--- src/rtl/dict_finder_pkg.sv ---
// Shared definitions for the dictionary finder: FSM states, entry layout
// offsets, the chain terminator and the case-folding helper.
package dict_finder_pkg;

    typedef enum logic [3:0] {
        ST_IDLE,
        ST_LEN,
        ST_LENC,
        ST_TCH,
        ST_DCH,
        ST_CMP,
        ST_OPR,
        ST_OPV,
        ST_LNKL,
        ST_LNKH,
        ST_LNKV,
        ST_DONE
    } finder_st_e;

    // A link of all ones marks the end of the dictionary chain.
    localparam logic [15:0] LFA_NULL = 16'hFFFF;

    // Byte offsets of the fields inside one dictionary entry.
    localparam int LFA_OFF  = 0;
    localparam int LEN_OFF  = 2;
    localparam int NAME_OFF = 3;

    // Map ASCII 'A'..'Z' onto 'a'..'z'; every other byte passes through.
    function automatic logic [7:0] fold_lc(input logic [7:0] c);
        if (c >= 8'h41 && c <= 8'h5A)
            return c + 8'h20;
        return c;
    endfunction

endpackage

--- src/rtl/mb8_io.sv ---
// Shared 8-bit byte-memory bus: registered address out, read data back
// one state later.
interface mb8_io #(
    parameter int ASZ = 17
);
    logic [ASZ-1:0] ai;
    logic           we;
    logic [7:0]     vi;
    logic [7:0]     vo;

    modport master (output ai, output we, output vi, input vo);
    modport slave  (input ai, input we, input vi, output vo);
endinterface

--- src/rtl/dict_finder.sv ---
// Dictionary search engine: walks the link chain from ctx, compares the
// token in TIB against each entry name (case-insensitive) and returns the
// opcode and its address for the first match. Read-only bus master.
module dict_finder
    import dict_finder_pkg::*;
#(
    parameter int ASZ = 17
) (
    input  logic           clk,
    input  logic           rst,
    mb8_io.master          b8_if,
    input  logic           start,
    input  logic [ASZ-1:0] ctx,
    input  logic [ASZ-1:0] tok_ai,
    input  logic [7:0]     tok_len,
    output logic           busy,
    output logic           done,
    output logic           found,
    output logic [7:0]     op,
    output logic [ASZ-1:0] pfa
);

    finder_st_e     state, state_nx;

    logic [ASZ-1:0] cur;        // entry being examined
    logic [7:0]     idx;        // name character index
    logic [7:0]     tch;        // TIB character held for the compare
    logic [7:0]     lo;         // link low byte held while reading the high byte
    logic [ASZ-1:0] tok_ai_r;
    logic [7:0]     tok_len_r;

    logic [ASZ-1:0] idx_ext;
    logic [ASZ-1:0] op_addr;
    logic [15:0]    link;

    assign idx_ext = ASZ'(idx);
    assign op_addr = cur + ASZ'(NAME_OFF) + ASZ'(tok_len_r);
    assign link    = {b8_if.vo, lo};

    // The finder never writes memory.
    assign b8_if.we = 1'b0;
    assign b8_if.vi = 8'h00;

    // State register.
    always_ff @(posedge clk) begin
        // NOTE: sequential state uses non-blocking assignments so every
        // register samples pre-edge values regardless of statement order.
        if (rst)
            state <= ST_IDLE;
        else
            state <= state_nx;
    end

    // Next-state decode and status outputs.
    always_comb begin
        // NOTE: every output of this block gets a default first, so no path
        // leaves a signal unassigned and no latch is inferred.
        state_nx = state;
        busy     = (state != ST_IDLE);
        done     = (state == ST_DONE);
        unique case (state)
            ST_IDLE: begin
                if (start) begin
                    if (tok_len == 8'd0 || ctx[15:0] == LFA_NULL)
                        state_nx = ST_DONE;
                    else
                        state_nx = ST_LEN;
                end
            end
            ST_LEN:  state_nx = ST_LENC;
            ST_LENC: state_nx = (b8_if.vo != tok_len_r) ? ST_LNKL : ST_TCH;
            ST_TCH:  state_nx = ST_DCH;
            ST_DCH:  state_nx = ST_CMP;
            ST_CMP: begin
                if (fold_lc(b8_if.vo) != fold_lc(tch))
                    state_nx = ST_LNKL;
                else if (idx == tok_len_r - 8'd1)
                    state_nx = ST_OPR;
                else
                    state_nx = ST_TCH;
            end
            ST_OPR:  state_nx = ST_OPV;
            ST_OPV:  state_nx = ST_DONE;
            ST_LNKL: state_nx = ST_LNKH;
            ST_LNKH: state_nx = ST_LNKV;
            ST_LNKV: state_nx = (link == LFA_NULL) ? ST_DONE : ST_LEN;
            ST_DONE: state_nx = ST_IDLE;
            default: state_nx = ST_IDLE;
        endcase
    end

    // Datapath: bus address, latched request, walk pointers and results.
    always_ff @(posedge clk) begin
        if (rst) begin
            cur       <= '0;
            idx       <= '0;
            tch       <= '0;
            lo        <= '0;
            tok_ai_r  <= '0;
            tok_len_r <= '0;
            found     <= 1'b0;
            op        <= '0;
            pfa       <= '0;
            b8_if.ai  <= '0;
        end else begin
            unique case (state)
                ST_IDLE: begin
                    if (start) begin
                        tok_ai_r  <= tok_ai;
                        tok_len_r <= tok_len;
                        cur       <= ctx;
                        found     <= 1'b0;
                    end
                end
                ST_LEN:  b8_if.ai <= cur + ASZ'(LEN_OFF);
                ST_LENC: idx <= 8'd0;
                ST_TCH:  b8_if.ai <= tok_ai_r + idx_ext;
                ST_DCH: begin
                    tch      <= b8_if.vo;
                    b8_if.ai <= cur + ASZ'(NAME_OFF) + idx_ext;
                end
                // Advancing on a mismatch is harmless: LENC reloads idx.
                ST_CMP:  idx <= idx + 8'd1;
                ST_OPR:  b8_if.ai <= op_addr;
                ST_OPV: begin
                    op    <= b8_if.vo;
                    pfa   <= op_addr;
                    found <= 1'b1;
                end
                ST_LNKL: b8_if.ai <= cur + ASZ'(LFA_OFF);
                ST_LNKH: begin
                    lo       <= b8_if.vo;
                    b8_if.ai <= cur + ASZ'(LFA_OFF + 1);
                end
                ST_LNKV: begin
                    if (link != LFA_NULL)
                        cur <= ASZ'(link);
                end
                default: ;
            endcase
        end
    end

endmodule

--- src/flat_wrapper.sv ---
// flat-port wrapper written by rule: the top's interface ports become plain ports
module dict_finder_flat import dict_finder_pkg::*;
#(
    parameter int ASZ = 17
)
  (clk, rst, start, ctx, tok_ai, tok_len, busy, done, found, op, pfa, b8_if_ai, b8_if_we, b8_if_vi, b8_if_vo);
  mb8_io #(.ASZ(ASZ)) b8_if_i ();
  input  logic clk;
  input  logic rst;
  input  logic start;
  input  logic [ASZ-1:0] ctx;
  input  logic [ASZ-1:0] tok_ai;
  input  logic [7:0] tok_len;
  output logic busy;
  output logic done;
  output logic found;
  output logic [7:0] op;
  output logic [ASZ-1:0] pfa;
  output wire logic [$bits(b8_if_i.ai)-1:0] b8_if_ai;
  output wire logic [$bits(b8_if_i.we)-1:0] b8_if_we;
  output wire logic [$bits(b8_if_i.vi)-1:0] b8_if_vi;
  input wire logic [$bits(b8_if_i.vo)-1:0] b8_if_vo;
  assign b8_if_ai = b8_if_i.ai;
  assign b8_if_we = b8_if_i.we;
  assign b8_if_vi = b8_if_i.vi;
  assign b8_if_i.vo = b8_if_vo;
  dict_finder #(.ASZ(ASZ)) u_core (.clk(clk), .rst(rst), .b8_if(b8_if_i), .start(start), .ctx(ctx), .tok_ai(tok_ai), .tok_len(tok_len), .busy(busy), .done(done), .found(found), .op(op), .pfa(pfa));
endmodule
--- config.mk ---
export PLATFORM = sky130hd
export DESIGN_NAME = dict_finder_flat
export DESIGN_NICKNAME = d
export VERILOG_FILES = /design/src/rtl/dict_finder_pkg.sv /design/src/rtl/mb8_io.sv /design/src/rtl/dict_finder.sv /design/src/flat_wrapper.sv
export SDC_FILE = /design/constraint.sdc
export NUM_CORES = 1
export LEC_CHECK = 0
export ABC_AREA = 1
export ABC_CLOCK_PERIOD_IN_PS = 3450
export BUFFER_PORTS_ARGS = -buffer_cell sky130_fd_sc_hd__clkbuf_2
export CAP_MARGIN = 5
export CORE_ASPECT_RATIO = 0.75
export CORE_MARGIN = 1.5
export CORE_UTILIZATION = 57
export CTS_BUF_LIST = sky130_fd_sc_hd__clkbuf_4 sky130_fd_sc_hd__clkbuf_8 sky130_fd_sc_hd__clkbuf_16
export CTS_CLUSTER_SIZE = 8
export DETAILED_ROUTE_END_ITERATION = 12
export PLACE_DENSITY_LB_ADDON = 0.2
export SYNTH_ARGS = -nofsm -noshare
export SYNTH_HDL_FRONTEND = slang
export SYNTH_SLANG_ARGS = --single-unit
--- constraint.sdc ---
create_clock -name clk -period 3.45 [get_ports clk]
set_input_delay 0.345 -clock clk [delete_from_list [all_inputs] [get_ports clk]]
set_output_delay 0.345 -clock clk [all_outputs]
set_load 0.01 [all_outputs]
==> run summary <==
CTS Buf Count: 17
Design area: 9040 sq um
Ys flop type: dfxtp_1
Grt total ovfl: 0
# diodes: 0
Max rail drop VDD: 692 uV
Clock buffer depth: 2
Iteration-0 DRC Markers: 1082
Via Count: 8564
Reg-to-reg startpoint: u_core.cur[1]
Setup TNS: 0 ns
Avg Cell Area, Syn: 6.49 sq um
Share of post-route cells with drive strength above 1: 0.166
Fmax: 0.307 GHz
Leading cell types by count after synthesis: 275 x nand2_1, 125 x o21ai_0, 120 x inv_1
#FFs+latches synth: 113
Die Span Y: 105 microns
DRC Markers: 0
CP arrival: 3.57 ns
Cell count after synthesis: 1210
Vias in the first global route: 7500
First-pass GRT wire length: 40100 microns
Grt met2 use: 0.497
Synth Warn #: 0
GRT met3 Usage: 0.0958
Htree depth: 4
Max_cap viols: 0
Port-buffer cells: 97
Routed Antenna Nets: 0
Status: finished clean
Syn Std Cell Area: 7850 sq um
Final hold viol count: 0
Top-count cell post-synth: nand2_1
Top-area cell type share of the netlist area: 0.288
Setup crit start kind: flip-flop
Worst setup margin: 0.197 ns
Met1 usage: 0.517
Worst setup startpoint: u_core.cur[1]
P_leak: 4.12 nW
Slew @ Worst Pin: 0.681 ns
Starting Density: 0.595
Hold Path Class: in2reg
Type of the worst setup path: reg2reg
Final setup vio count: 0
CTS tree: yes
Initial antenna violation count: 0
Worst setup EP type: flip-flop
Reg clk slew, reported paths: 0.06 ns
# rows: 36
Clock sink count: 113
Most Crowded Layer GR: met1
Library cells used by synthesis: 48
HP Start: tok_ai[14]
Unrepaired setup endpoints after global routing: false
Final estimated routing congestion in global placement: 1.02
Asr flop ratio synth: 0
Final Max Slew Viols: 0
Area of the core: 13200 sq um
Pwr Density: 515 nW/um^2
Pre-antenna DRT Iters: 6
Final core area utilization: 0.685
GRT Total Usage: 0.352
IO Pins: 107
Area leader, netlist: dfxtp_1
Largest net degree at the start of global routing: 65
Pre-CTS setup slack: 0.314 ns
Chip width: 139 microns
Post-DP HPWL: 19100 microns
Net count, final: 1378
Number of flops mapped to enable cells by yosys: 0
Max FO, Critical Path: 8
Worst EP required: 3.76 ns
Post-Route WL: 25200 microns
Clock skew: 0.00811 ns
Tmin final: 3.25 ns
Period utilization: 0.943
Sequential element share of the synthesized area: 0.288
Area contributors post-synth: dfxtp_1 29%, nand2_1 13%, o21ai_0 8.0%
Total Power: 4.66 mW
Die area: 14500 sq um
Post-DR vias/cell: 5.78
Relative slew margins: 0.546
CTS root buffer: clkbuf_16
Area grow syn2layout: 15.1%
DP Area: 8450 sq um
Worst-skew pair later-pin latency: 0.42 ns
Routed len/inst: 17.0 microns
Post-CTS Setup Bufs: 0
## critical path, cell delays in order, from the launching register on
cell,delay [ns]
dfxtp_1,0.45
inv_1,0.14
ha_1,0.21
nand2_1,0.09
nand2_2,0.15
nand2_1,0.16
xor2_1,0.24
nand2_1,0.08
o21ai_0,0.13
ha_1,0.32
a21oi_1,0.19
o21ai_0,0.09
a21oi_1,0.25
nor2_2,0.09
nand2_2,0.11
nand2_1,0.08
nand3_1,0.08
nand2_1,0.06
o21ai_0,0.17
inv_1,0.05
## power breakdown
group	switching, mW	internal (mW)
sequential	0.150	1.44
clock	0.660	1.10
combinational	0.877	0.430
## final timing paths
check | to | slack [ns] | depth (start not counted)
worst min register to register | u_core.b8_if.ai[2] | 0.46 | 2
worst max-delay path | u_core.b8_if.ai[10] | 0.20 | 19
worst max register to register | u_core.b8_if.ai[10] | 0.20 | 19
worst min-delay path | u_core.tok_ai_r[14] | 0.15 | 3
## cells in the final DEF, fill, tap and decap left out, drive strengths merged, types with 30 or more instances in the layout
| master | n |
|---|---|
| o21ai | 128 |
| nand4 | 30 |
| dfxtp | 113 |
| nor2 | 134 |
| nand2 | 298 |
| inv | 134 |
| clkbuf | 117 |
| nand3 | 66 |
| xor2 | 30 |
| a21oi | 99 |
## per-stage QoR
step / cells / hold slack, ns
finish: 1482 / 0.151
detailed placement: 1450 / 0.454
floorplan: 1218 / 0.425
CTS: 1482 / 0.136
global placement: 1450 / 0.452
global route: 1482 / 0.146
## sequential cells by signal, summed over array words and instances (netlist names)
signal and flops:
u_core.b8_if.ai 17, u_core.cur 17, u_core.pfa 17, u_core.tok_ai_r 17, u_core.idx 8, u_core.lo 8, u_core.op 8, u_core.tch 8
u_core.tok_len_r 8, u_core.state 4, u_core.found 1
## logic make-up after synthesis
group           Yosys count  share of synthesized area
fa+ha+maj                27                     0.0449
compound gates          291                      0.205
flops                   113                      0.288
buf+inv                 186                     0.0967
other cells               1                   0.000478
simple gates            548                      0.316
xor+xnor                 44                     0.0491
## per-layer routing
layer	up-vias	share of wire
met3	40	0.12
met5	-	0
li1	4187	-
met4	0	0.018
met2	498	0.40
met1	3839	0.46
## what timing repair did
item                       in CTS  in global routing
hold buffers                    0                  0
setup endpoints to repair       0                  3
gates resized for setup         0                  1
## cell type report
type | count | area, sq um
fillers | 1208 | 4160
well taps | 171 | 214
multi-input cells | 919 | 4860
flip-flops and latches | 113 | 2260
repair buffers | 113 | 606
clock inverters | 12 | 134
inverters | 134 | 503
clock buffers | 20 | 454
Power figures use the tool's default switching activity.
